<file path="src/rtl/exp_fifo_drain_acc.sv">
// Drains batch_len words from the result FIFO and sums them into acc_out.
// Optional empty-wait timeout is enabled by defining EXP_DRAIN_TIMEOUT_EN.
module exp_fifo_drain_acc #(
  parameter int DATA_W      = 21,
  parameter int LEN_W       = 4,
  parameter int ACC_W       = 25,
  parameter int TIMEOUT_CYC = 64
) (
  input  logic              clk,
  input  logic              rst,
  input  logic              start,
  input  logic [LEN_W-1:0]  batch_len,
  input  logic              empty,
  input  logic [DATA_W-1:0] q,
  output logic              rd_req,
  output logic [ACC_W-1:0]  acc_out,
  output logic              acc_valid,
  output logic              busy,
  output logic              err
);

  typedef enum logic [1:0] {IDLE, REQ, CAP, DONE} state_t;

  state_t             state_reg, state_next;
  logic [LEN_W-1:0]   len_reg, count_reg, count_inc;
  logic [ACC_W-1:0]   acc_reg;
  logic               timeout_hit;
  logic               accept;

  assign accept    = (state_reg == IDLE) && start;
  assign count_inc = count_reg + 1'b1;

`ifdef EXP_DRAIN_TIMEOUT_EN
  localparam int WAIT_W = $clog2(TIMEOUT_CYC + 1);

  logic [WAIT_W-1:0] wait_reg;
  logic              err_reg;

  // Fires on the TIMEOUT_CYC-th consecutive empty cycle spent in REQ.
  assign timeout_hit = (state_reg == REQ) && empty &&
                       (wait_reg == WAIT_W'(TIMEOUT_CYC - 1));

  always_ff @(posedge clk) begin
    if (!rst) begin
      wait_reg <= '0;
      err_reg  <= 1'b0;
    end else if (accept) begin
      wait_reg <= '0;
      err_reg  <= 1'b0;
    end else if (state_reg == REQ) begin
      if (!empty) begin
        wait_reg <= '0;
      end else if (timeout_hit) begin
        wait_reg <= '0;
        err_reg  <= 1'b1;
      end else begin
        wait_reg <= wait_reg + 1'b1;
      end
    end
  end

  assign err = err_reg;
`else
  assign timeout_hit = 1'b0;
  assign err         = 1'b0;
`endif

  always_comb begin
    state_next = state_reg;
    rd_req     = 1'b0;
    acc_valid  = 1'b0;
    case (state_reg)
      IDLE: begin
        if (start) state_next = (batch_len == '0) ? DONE : REQ;
      end
      REQ: begin
        if (timeout_hit) begin
          state_next = DONE;
        end else if (!empty) begin
          rd_req     = 1'b1;
          state_next = CAP;
        end
      end
      CAP: begin
        state_next = (count_inc == len_reg) ? DONE : REQ;
      end
      DONE: begin
        acc_valid  = 1'b1;
        state_next = IDLE;
      end
      default: state_next = IDLE;
    endcase
  end

  always_ff @(posedge clk) begin
    if (!rst) begin
      state_reg <= IDLE;
      len_reg   <= '0;
      count_reg <= '0;
      acc_reg   <= '0;
    end else begin
      state_reg <= state_next;
      if (accept) begin
        len_reg   <= batch_len;
        count_reg <= '0;
        acc_reg   <= '0;
      end else if (state_reg == CAP) begin
        // q belongs to the read issued in the preceding REQ cycle.
        acc_reg   <= acc_reg + ACC_W'(q);
        count_reg <= count_inc;
      end
    end
  end

  assign acc_out = acc_reg;
  assign busy    = (state_reg != IDLE);

endmodule

</file>
<file path="config.mk">
export PLATFORM = sky130hd
export DESIGN_NAME = exp_fifo_drain_acc
export DESIGN_NICKNAME = d
export VERILOG_FILES = /design/src/rtl/exp_fifo_drain_acc.sv
export SDC_FILE = /design/constraint.sdc
export NUM_CORES = 1
export LEC_CHECK = 0
export CORE_MARGIN = 5
export CORE_UTILIZATION = 24
export DETAILED_ROUTE_END_ITERATION = 12
export SYNTH_ARGS = -nofsm -noshare
export SYNTH_HDL_FRONTEND = slang
export SYNTH_SLANG_ARGS = --single-unit
export TNS_END_PERCENT = 10
</file>
<file path="constraint.sdc">
create_clock -name clk -period 2.43 [get_ports clk]
set_input_delay 0.243 -clock clk [delete_from_list [all_inputs] [get_ports clk]]
set_output_delay 0.243 -clock clk [all_outputs]
set_load 0.005 [all_outputs]
</file>
### After elaboration in Yosys (flattened, before gate mapping)

Cells that the tools add are included.

* output and inout port bits: 29
* register bits after elaboration: 35
* bits of input ports: 29
* word-level logic and storage cells: 27

* reductions and logical operators: 6
* mux-type cells: 8
* bitwise logic cells: 1
* add/sub/neg operators: 2
* eq/ne operators: 6

Operator list (count)
* adder 25 x 21 -> 25 bit: 1
* 2-to-1 mux 2 bit: 4
* one-hot mux 2 bit (4 select lines): 1
* adder 4 x 1 -> 4 bit (second input constant): 1
* == test 2 bit (second input constant): 2
* == test 4 bit: 1
* zero test 4 bit: 1
* inequality test 2 bit (second input constant): 2
* 2-to-1 mux 1 bit: 3
* == test 2 x 1 -> 1 bit (second input constant): 1
* zero test 2 bit: 1
* AND reduction 2 bit: 1
* nonzero test 2 bit: 1
* OR reduction 2 bit: 1
* logical AND 1 bit: 1
* inverter 1 bit: 1

### Longest topological paths before layout

Gate-level depths: netlist of run 1.

* word-level depth: 4
* depth in mapped cells: 9
* gate-level depth less buffers: 9

### Least setup slack after synthesis of run 1

Ideal clock, no wire load.

* kind: flip-flop to flip-flop
* from: register acc_reg[0], in the netlist acc_out[0]
* to: register acc_reg[22], in the netlist acc_out[22]
* cell stages (with the launch flop): 10
* slack: -0.038 ns
* path buffers: 0
* setup time: 0.122 ns
* data required time: 2.308 ns
* clock period less this slack: 2.468 ns
* data arrival time: 2.345 ns
* path through: dfxtp_1 ha_1 fa_1 a21o_1 a221oi_4 o21bai_2 o311ai_4 o211a_4 mux2i_1 a311o_1

* word-level cells in the longest chain between the ends: 1

RTL lines
* start, declared: RTL line 26 `logic [ACC_W-1:0] acc_reg;`
* start signal, assigned: RTL line 109 `acc_reg <= acc_reg + ACC_W'(q);`
* adder 25 x 21 -> 25 bit: RTL line 109

Every way passes these cells.
A chain may end at the register's enable or synchronous reset.

### Worst setup path in the final report of run 1

Ends and elaborated chain as after synthesis.

==> run metrics, run 1 <==
status=finished, final reports clean; share of the synthesized area in the top cell type=0.277; clk buf depth=2; DP HPWL=5590 um; top area cells in the synthesized netlist=dfxtp_1, ha_1, a21oi_1; Largest register FFs=25; Slew @ Worst Pin=just under 0.8 ns; CP arrival=approximately 2.6 ns; Post-Syn Area per Cell=between 8 and 9 um2; final setup margin=roughly 0.013 ns; H-tree lvl count=2; leakage power=between 1 and 1.5 nW; Cell Area, Synth=~2500 um2; synth unique cells=55; fin crit share=0.995; antenna cells=0; CTS Root Cell=clkbuf_8; Hold Path Class=reg -> reg; Pins Over Slew Limit=0; Die Height=113 um; first-pass GRT wire length=between 10000 and 15000 um; CTS Buf Count=5; die footprint=~13000 um2; CP Max Fanout=3; commonest cells after routing, fill and taps aside=clkdlybuf4s50_1, nand2_1, buf_4; Slew HR=0.470; post-route ant nets=0; Hold Fails Final Rpt=0; Hold Startpoint=acc_out[4]; syn_nets=approximately 370; Pre-antenna DRT Iters=4; post-route cell area=3640 um2; final wirelength=7120 um; Layout area overhead=43.8%; Hold Crit Depth=2; Initial Util=0.245; Residual DRC=0; area leader, netlist=dfxtp_1; Placed Area=around 3500 um2; cells after synthesis=313; fmax=414 MHz; Die Span X=113 um; gr usage total=0.114; Worst IR Drop VDD=roughly 0.00017 V; CTS tree=yes; routed vias=2505; reg-to-reg endpoint=acc_out[22]; vias in the first global route=about 2500; via/cell ratio=~4.7; Max Cap Violations=0; Clk pin slew, worst setup/hold paths=approximately 0.090 ns; CP Capture Type=flop; pre-CTS WS=-0.468 ns; leading cell type in the layout, fill and taps excluded=clkdlybuf4s50_1; maximum number of pins on one net before global-route repair=17; layout cell share with drive strength beyond 1=0.157; CP startpoint kind=flop; nets@finish=roughly 450; post-synthesis sequential area ratio=0.277; Synth Register Bits=35; hold_ws=0.477 ns; Main synth FF type=dfxtp_1; Yosys Warn Count=0; Worst EP required=2.62 ns; asr flop ratio synth=0; reg2reg setup slack=about 0.013 ns; Port Buffers=56; hold worst-path end=acc_out[4]; R2R cell count=9; Power Dens Cells=~390 nW/um2; placement row count=37; Congestion Overflow GR=0; skew final=approximately 0.0045 ns; later-pin clock latency in the skew report=~0.30 ns; Avg WL per Cell=about 13 um; initial antenna violation count=0; RSZ-0062 raised after global routing=yes; Initial DRC Count=between 60 and 70; Final setup viols=0; Core ar.=a little over 10000 um2; min Tclk post-route=2.42 ns; clock sinks=35; GP Congestion=~0.87; worst r2r src=acc_out[0]; Post-synth EDFFs=0; IO Pins=just under 60; Crit Path Category=reg -> reg
-- worst max path at each step --
stage,to,slack [ns],from,cells past startpoint
after floorplan,acc_out[22],-0.00001,acc_out[0],9
after global placement,acc_out[22],-0.46,q[0],10
after detailed placement,acc_out[22],-0.47,q[0],10
after CTS,acc_out[22],0.0001,acc_out[0],9
after global routing,acc_out[22],-0.1,acc_out[0],9
final,acc_out[22],0.01,acc_out[0],9
-- worst max-delay path: stages (launching register included) --
cell and delay (ns):
dfxtp_2 0.34, ha_4 0.16, fa_2 0.35, a21o_1 0.22, a221oi_4 0.27, o21bai_2 0.14
o311ai_4 0.28, o211a_4 0.21, mux2i_1 0.07, a311o_1 0.26
-- per-layer routing --
layer  global-route usage  share of wire  vias to the layer above
met4               0.0288         0.0091                        0
met2                0.192           0.48                       38
met3               0.0267          0.039                        6
li1                     -              -                     1307
met5                    0              0                        -
met1                0.147           0.47                     1154
-- repair_timing --
| action | CTS | global route |
|---|---|---|
| hold buffers | 0 | 0 |
| endpoints found under the hold margin | 0 | 0 |
| buffers inserted | 0 | 0 |
| pin swaps | 6 | 1 |
| gates cloned | 0 | 0 |
| gates resized for setup | 1 | 9 |
| endpoints found under the setup margin | 3 | 9 |
-- area by class of cell --
type                            instances  area, um2
Clock buffer                            5       68.8
Clock inverter                          3       23.8
Fill cell                            1089       6680
Inverter                                7       26.3
Multi-Input combinational cell        259       1820
Sequential cell                        35        702
Tap cell                              136        170
Timing Repair Buffer                   92        832
-- cells in the mapped netlist, drive strengths merged, types with 4 or more instances --
library cell	number
or4	4
nand2	40
xnor2	15
dfxtp	35
and2	4
o21ai	14
nand3	9
o211ai	4
clkbuf	9
nand4	5
xor2	7
inv	7
o21bai	4
mux2i	7
ha	22
nor2b	8
nand2b	4
a22o	4
nor2	23
a21oi	32
nor3	8
a21o	10
-- power by group --
part           internal [W]  total [W]  switching [W]
clock              0.000205   0.000463       0.000258
sequential         0.000589   0.000606      0.0000164
combinational      0.000178   0.000341       0.000164
-- through the flow --
step                setup TNS, ns  power, W  cells   util
floorplan             -0.00000977  0.000799    313      -
global placement            -3.66  0.000953    529  0.340
detailed placement          -3.48  0.000955    529  0.340
CTS                             0   0.00143    537  0.349
global route               -0.140   0.00150    537  0.353
finish                          0   0.00141    537  0.353
-- kinds of logic after synthesis --
kind of cell	count (synthesis)	synth area share
compound gates	89	0.247
xor+xnor	22	0.0761
fa+ha+maj	23	0.117
buf+inv	19	0.0296
flops	35	0.277
mux	7	0.0277
other cells	1	0.00148
simple gates	117	0.225
Power figures use the tool's default switching activity.
==> run 2, diff against run 1 <==
CORE_UTILIZATION = 40   (was 24)
PLACE_DENSITY = 0.66   (was not set)
SLEW_MARGIN = 10   (was not set)
==> run 2 against run 1 <==
  * Wire length shrank 6.9%
  * Flip-flop and latch count is the same
  * First-iteration DRC count grew 94%
  * Largest cell class unchanged
  * Sequential power is essentially flat
  * Clock-buffer cell count is the same
  * Core utilization grew 22 points
  * Worst setup slack gained 0.061 ns
==> run metrics, run 2 (same netlist as run 1, synthesis figures left out) <==
status=finished, final reports clean; fmax=424 MHz (+2.6%); Slew HR=0.537 (+0.0671); DP HPWL=5290 um (-5.3%); initial antenna violation count=0 (unchanged); met2 wire length=3100 um (-9.2%); leakage power=1.52 nW (+1.5%); fin crit share=0.969 (-0.0250); gr usage total=0.174 (+0.0602); CP arrival=2.54 ns (-0.07 ns); GP Congestion=0.904 (+4.4%); via/cell ratio=5.36 (+15%); RSZ-0062 raised after global routing=yes; nets@finish=458 (+1.3%); final wirelength=6640 um (-6.9%); first-pass GRT wire length=11100 um (-7.3%); Pins Over Slew Limit=0 (unchanged); Avg WL per Cell=13.7 um (+3.3%); placement row count=29 (-22%); Final TNS setup=0 ns (unchanged); hold_ws=0.476 ns (-0.000253 ns); commonest cells after routing, fill and taps aside=clkdlybuf4s50_1, buf_4, nand2_1; Layout area overhead=42.2%; total chip power=0.00151 W (+6.9%); later-pin clock latency in the skew report=0.29 ns (about the same); Pre-antenna DRT Iters=4 (unchanged); Hold Fails Final Rpt=0 (unchanged); Initial DRC Count=126 (+94%); Worst EP required=2.61 ns (about the same); Fillers=579 (-47%); skew final=0.00685 ns (+0.00236 ns); Crit Path Category=reg -> reg; CTS Root Cell=clkbuf_8; CTS Buf Count=5 (unchanged); highest routed layer=met4; M1 WL=3080 um (-8.7%); Power Dens Cells=419 nW/um2 (+8.1%); met3 WL=399 um (+45%); die footprint=8020 um2 (-37%); CP Capture Type=flop; Core ar.=6240 um2 (-40%); H-tree lvl count=2 (unchanged); routed vias=2592 (+3.5%); min Tclk post-route=2.36 ns (-0.0609 ns); Max Cap Violations=0 (unchanged); Hold Path Class=reg -> reg; IO Pins=58 (unchanged); post-route cell area=3600 um2 (-1.1%); CTS tree=yes; Worst IR Drop VDD=0.000314 V (+89%); Die Span X=89.6 um (-21%); CP Max Fanout=3 (unchanged); leading cell type in the layout, fill and taps excluded=clkdlybuf4s50_1; Die Height=89.6 um (-21%); Initial Util=0.406 (+0.160); Clk pin slew, worst setup/hold paths=0.08 ns (about the same); Residual DRC=0 (unchanged); Final setup viols=0 (unchanged); vias in the first global route=2454 (-3.4%); post-route ant nets=0 (unchanged); pre-CTS WS=-0.438 ns (+0.0300 ns); antenna cells=0 (unchanged); Placed Area=3470 um2 (-0.93%); maximum number of pins on one net before global-route repair=24 (+7); R2R cell count=9 (unchanged); Hold Crit Depth=2 (unchanged); clk buf depth=2 (unchanged); Congestion Overflow GR=0 (unchanged); Largest register FFs=25 (unchanged); final setup margin=0.0742 ns (+0.0609 ns); clock sinks=35 (unchanged); Slew @ Worst Pin=0.694 ns (-0.100 ns); Port Buffers=56 (unchanged); layout cell share with drive strength beyond 1=0.157 (about the same); CP startpoint kind=flop
[run 2: stage by stage]
step | cells | utilization
floorplan | 313 | -
global placement | 476 | 0.557
detailed placement | 476 | 0.557
CTS | 484 | 0.575
global route | 484 | 0.577
finish | 484 | 0.577
[run 2: worst paths after layout]
check | slack [ns] | endpoint | startpoint
max reg2reg | 0.07 | acc_out[22] | acc_out[0]
max | 0.07 | acc_out[22] | acc_out[0]
min reg2reg | 0.48 | acc_out[8] | acc_out[8]
min | 0.48 | acc_out[8] | acc_out[8]
[run 2: worst max-delay path, stage by stage (launching register included)]
cell      delay, ns
dfxtp_2        0.34
ha_4           0.16
fa_2           0.34
a21o_1         0.22
a221oi_4       0.26
o21bai_2       0.12
o311ai_4       0.28
o211a_4        0.20
mux2i_1        0.06
a311o_1        0.26
[run 2: power breakdown]
| group | internal (W) | total (W) | switching [W] | leakage [nW] |
|---|---|---|---|---|
| logic | 0.000180 | 0.000337 | 0.000158 | 1.18 |
| registers | 0.000589 | 0.000606 | 0.0000166 | 0.284 |
| clock network | 0.000311 | 0.000564 | 0.000253 | 0.0587 |
[run 2: cell type report]
| cell class | instances | area, um2 | area share |
|---|---|---|---|
| Clock buffer | 5 | 68.8 | 0.0191 |
| Multi-Input combinational cell | 259 | 1790 | 0.496 |
| Timing Repair Buffer | 98 | 875 | 0.243 |
| Clock inverter | 3 | 47.5 | 0.0132 |
| Inverter | 7 | 26.3 | 0.00730 |
| Sequential cell | 35 | 702 | 0.195 |
| Tap cell | 77 | 96.3 | 0.0268 |
[run 2: routing by layer]
metal	vias to the layer above	global-route usage
met3	8	0.0365
met4	0	0.0419
met1	1197	0.225
li1	1327	-
met5	-	0
met2	60	0.297
[run 2: repair_timing]
action	CTS	global route
hold buffers	0	0
buffers inserted	0	0
gates resized for setup	1	2
pin swaps	6	2
setup endpoints to repair	5	7
endpoints found under the hold margin	0	0
==> RTL edit 1: new RTL, settings of run 2 <==
Add a define of `EXP_DRAIN_TIMEOUT_EN`.
--- a/src/rtl/exp_fifo_drain_acc.sv
+++ b/src/rtl/exp_fifo_drain_acc.sv
@@ -2,2 +2,4 @@
 // Optional empty-wait timeout is enabled by defining EXP_DRAIN_TIMEOUT_EN.
+`define EXP_DRAIN_TIMEOUT_EN
+
 module exp_fifo_drain_acc #(
Check against the original RTL: no difference found for any inputs over 10 cycles, from zero or initial values and one cycle with rst low; that may be too few to reach the edited logic, so the function may still have changed.
==> RTL edit 1 against run 2 <==
- power is 17% higher
- wire length is 11% higher
- maximum frequency is 2.0% higher
- global-route usage hardly changed
- critical path depth is 1 lower
- count of clock-buffer cells in the layout is 1 higher
- setup slack better by 0.046 ns
- sequential cell count is 8 higher
- area after synthesis is 8.2% higher
- clock skew is 0.0029 ns higher
- combinational power is 4% higher
- non-clock buffer count is 1 lower
- final area is 5.8% higher
==> RTL edit 1: results (changes against run 2) <==
| Metric | Value |
|---|---|
| Worst hold slack | 0.448 ns (was 0.476 ns) |
| Clk cell area share | 3.48% (was 3.23%) |
| Site row count | 30 (was 29) |
| Avg Inst Size Synth | 7.87 um2 (was 8.09 um2) |
| Plain + repair buffers | 97 (was 98) |
| Data buffer area share | 22.8% (was 24.3%) |
| Static leakage power | 1.55 nW (was 1.52 nW) |
| Worst-path fanout max | 4 (was 3) |
| Post-synthesis compound-gate area fraction | 20.6% (was 24.7%) |
| Post-synthesis mux area share | 1.83% (was 2.77%) |
| DP Cell Count | 512 (was 476) |
| Status | complete, no violations (unchanged) |
| Post-Synth XOR/XNOR Area | 9.27% (was 7.61%) |
| Fill cell count | 625 (was 579) |
| Number of non-clock inverters | 6 (was 7) |
| GRT met2 Usage | 30.2% (was 29.7%) |
| Global-route wire length before repair | 12300 um (was 11100 um) |
| Area after DPL | 3670 um2 (was 3470 um2) |
| Clk_skew | 0.00973 ns (was 0.00685 ns) |
| Synth top cells by count | 53 x nand2_1, 43 x dfxtp_1, 37 x a21oi_1 (was 40 x nand2_1, 35 x dfxtp_1, 32 x a21oi_1) |
| Avg Vias per Cell | 5.25 (was 5.36) |
| Syn nets | 401 (was 365) |
| M3 GR Usage | 3.01% (was 3.65%) |
| Clock buffers | 6 (was 5) |
| Wire length on met2 | 3570 um (was 3100 um) |
| Adder-Cell Fraction of Synth Area | 11.2% (was 11.7%) |
[RTL edit 1: cell count changes in the layout (fill, tap and decap cells not counted), moves of 4 or more]
cell     delta
a21o_1      -7
a21oi_2     +4
a22o_1      -4
dfxtp_1     +9
nand2_1    +13
nand3_1     +4
nor2_1     +11
nor3_1      -5
o21ai_0     +9
or4_1       -4
xor2_1      +7
[RTL edit 1: path summary, 6_finish.rpt]
kind	endpoint	cells after the start
worst min-delay path	wait_reg[6]	2
worst max register to register	acc_out[23]	7
worst min register to register	wait_reg[6]	2
worst max-delay path	acc_out[23]	8
[RTL edit 1: worst max-delay path, cell delays in order]
cell and delay [ns]:
clkdlybuf4s50_1 0.41, ha_1 0.35, a21oi_2 0.17, a21boi_1 0.10, o311a_2 0.40, o22a_2 0.22, a211o_1 0.35, a31o_2 0.24
[RTL edit 1: report_power, final]
group | leakage, nW | switching (mW) | internal [mW]
sequential | 0.348 | 0.0162 | 0.721
clock | 0.0654 | 0.261 | 0.411
combinational | 1.13 | 0.169 | 0.180
==> RTL edit 2: new RTL, config.mk and constraints of run 2 <==
Without the edit above. Re-encode `state_t` (4 states) as one-hot, 4 bits wide.
--- a/src/rtl/exp_fifo_drain_acc.sv
+++ b/src/rtl/exp_fifo_drain_acc.sv
@@ -21,3 +21,3 @@
 
-  typedef enum logic [1:0] {IDLE, REQ, CAP, DONE} state_t;
+  typedef enum logic [3:0] {IDLE = 4'b0001, REQ = 4'b0010, CAP = 4'b0100, DONE = 4'b1000} state_t;
 
Function: no difference found for any inputs over 10 cycles, from zero or initial values and one cycle with rst low; not proved beyond that.
==> RTL edit 2 against run 2 <==
- wire length grew 16%
- sequential cell count grew 2
- synthesized cell count grew 11%
- area after synthesis grew 6.8%
- final area grew 3.2%
- power shrank 12%
- setup slack gained 0.029 ns
- clock skew grew 0.00083 ns
==> RTL edit 2: results (changes against run 2) <==
| Metric | Value |
|---|---|
| Hold Path Sink | acc_out[7] (was acc_out[8]) |
| Finished Layout Cells | 516 (was 484) |
| Reg2reg start | acc_out[0] (unchanged) |
| Post-synthesis compound-gate area fraction | 26.4% (was 24.7%) |
| Share of cells above drive strength 1 | 13.8% (was 15.7%) |
| Library cells used by synthesis | 57 (was 55) |
| Final nets | 487 (was 458) |
| VDD IR-drop max | 0.000240 V (was 0.000314 V) |
| Ranking of synthesized cells by area | dfxtp_1 27%, ha_1 10%, nand2_1 6.8% (was dfxtp_1 28%, ha_1 11%, a21oi_1 6.3%) |
| Vias in the first global route | 2773 (was 2454) |
| CP top delay family | simple AND/OR/NAND/NOR gates (was compound AO/OA/AOI/OAI gates) |
| Critical path destination | acc_out[16] (was acc_out[22]) |
| Adder-Cell Fraction of Synth Area | 10.9% (was 11.7%) |
| Slowest-stage cell, CP | or4_1 (was dfxtp_2) |
| Min-delay src | acc_out[7] (was acc_out[8]) |
| R2R setup slack | 0.14 ns (was 0.07 ns) |
| Worst hold slack | 0.478 ns (was 0.476 ns) |
| Iter 0 DRT Violations | 117 (was 126) |
| Clk_skew | 0.00768 ns (was 0.00685 ns) |
| Final wirelength | 7710 um (was 6640 um) |
| WP data arrival | 2.52 ns (was 2.54 ns) |
| DP Cell Count | 508 (was 476) |
| Critical path launch point | q[0] (was acc_out[0]) |
| Static leakage power | 1.50 nW (was 1.52 nW) |
| GRT Total Usage | 18.8% (was 17.4%) |
| Status | complete, no violations (unchanged) |
| Detailed placer's ending HPWL | 5940 um (was 5290 um) |
| Post-synthesis mux area share | 0.740% (was 2.77%) |
| Syn Inst Count | 347 (was 313) |
| Fmax | 0.430 GHz (was 0.424 GHz) |
| Syn nets | 399 (was 365) |
| GPL Wtd Cong | 0.893 (was 0.904) |
| Pre-CTS setup slack | -0.350 ns (was -0.438 ns) |
| Area after DPL | 3610 um2 (was 3470 um2) |
| Register area share after synthesis | 27.4% (was 27.7%) |
| Fill cell count | 646 (was 579) |
| Reg2reg path depth | 8 (was 9) |
| Avg Vias per Cell | 5.48 (was 5.36) |
| Global-route wire length before repair | 13100 um (was 11100 um) |
| Worst-path fanout max | 3 (unchanged) |
==> RTL edit 2: changes by cell type after synthesis, sizes merged, moves of 5 or more <==
cell    before  now
o21ai       14   30
nand3        9   14
a21boi       1    7
nand2       40   50
mux2i        7    2
nor2b        8    3
nor2        23   17
==> RTL edit 2: per-layer routing <==
metal | vias to the layer above | track usage (%) | part of all wire (%)
met3 | 9 | 3.28 | 3.8
met1 | 1296 | 24.2 | 47
met4 | 0 | 4.83 | 1.3
met5 | - | 0 | 0
li1 | 1466 | - | -
met2 | 55 | 32.2 | 48
==> RTL edit 2: cell type report <==
type	count	area (um2)	area share, %
inverters	5	18.8	0.505
multi-input cells	289	1900	51.1
clock inverters	3	22.5	0.606
well taps	80	100	2.69
clock buffers	5	68.8	1.85
flip-flops and latches	37	741	19.9
repair buffers	97	868	23.4
==> RTL edit 2: power breakdown <==
group	switching, mW	internal [mW]	total, mW
clock	0.256	0.204	0.460
combinational	0.115	0.126	0.241
sequential	0.0136	0.616	0.630
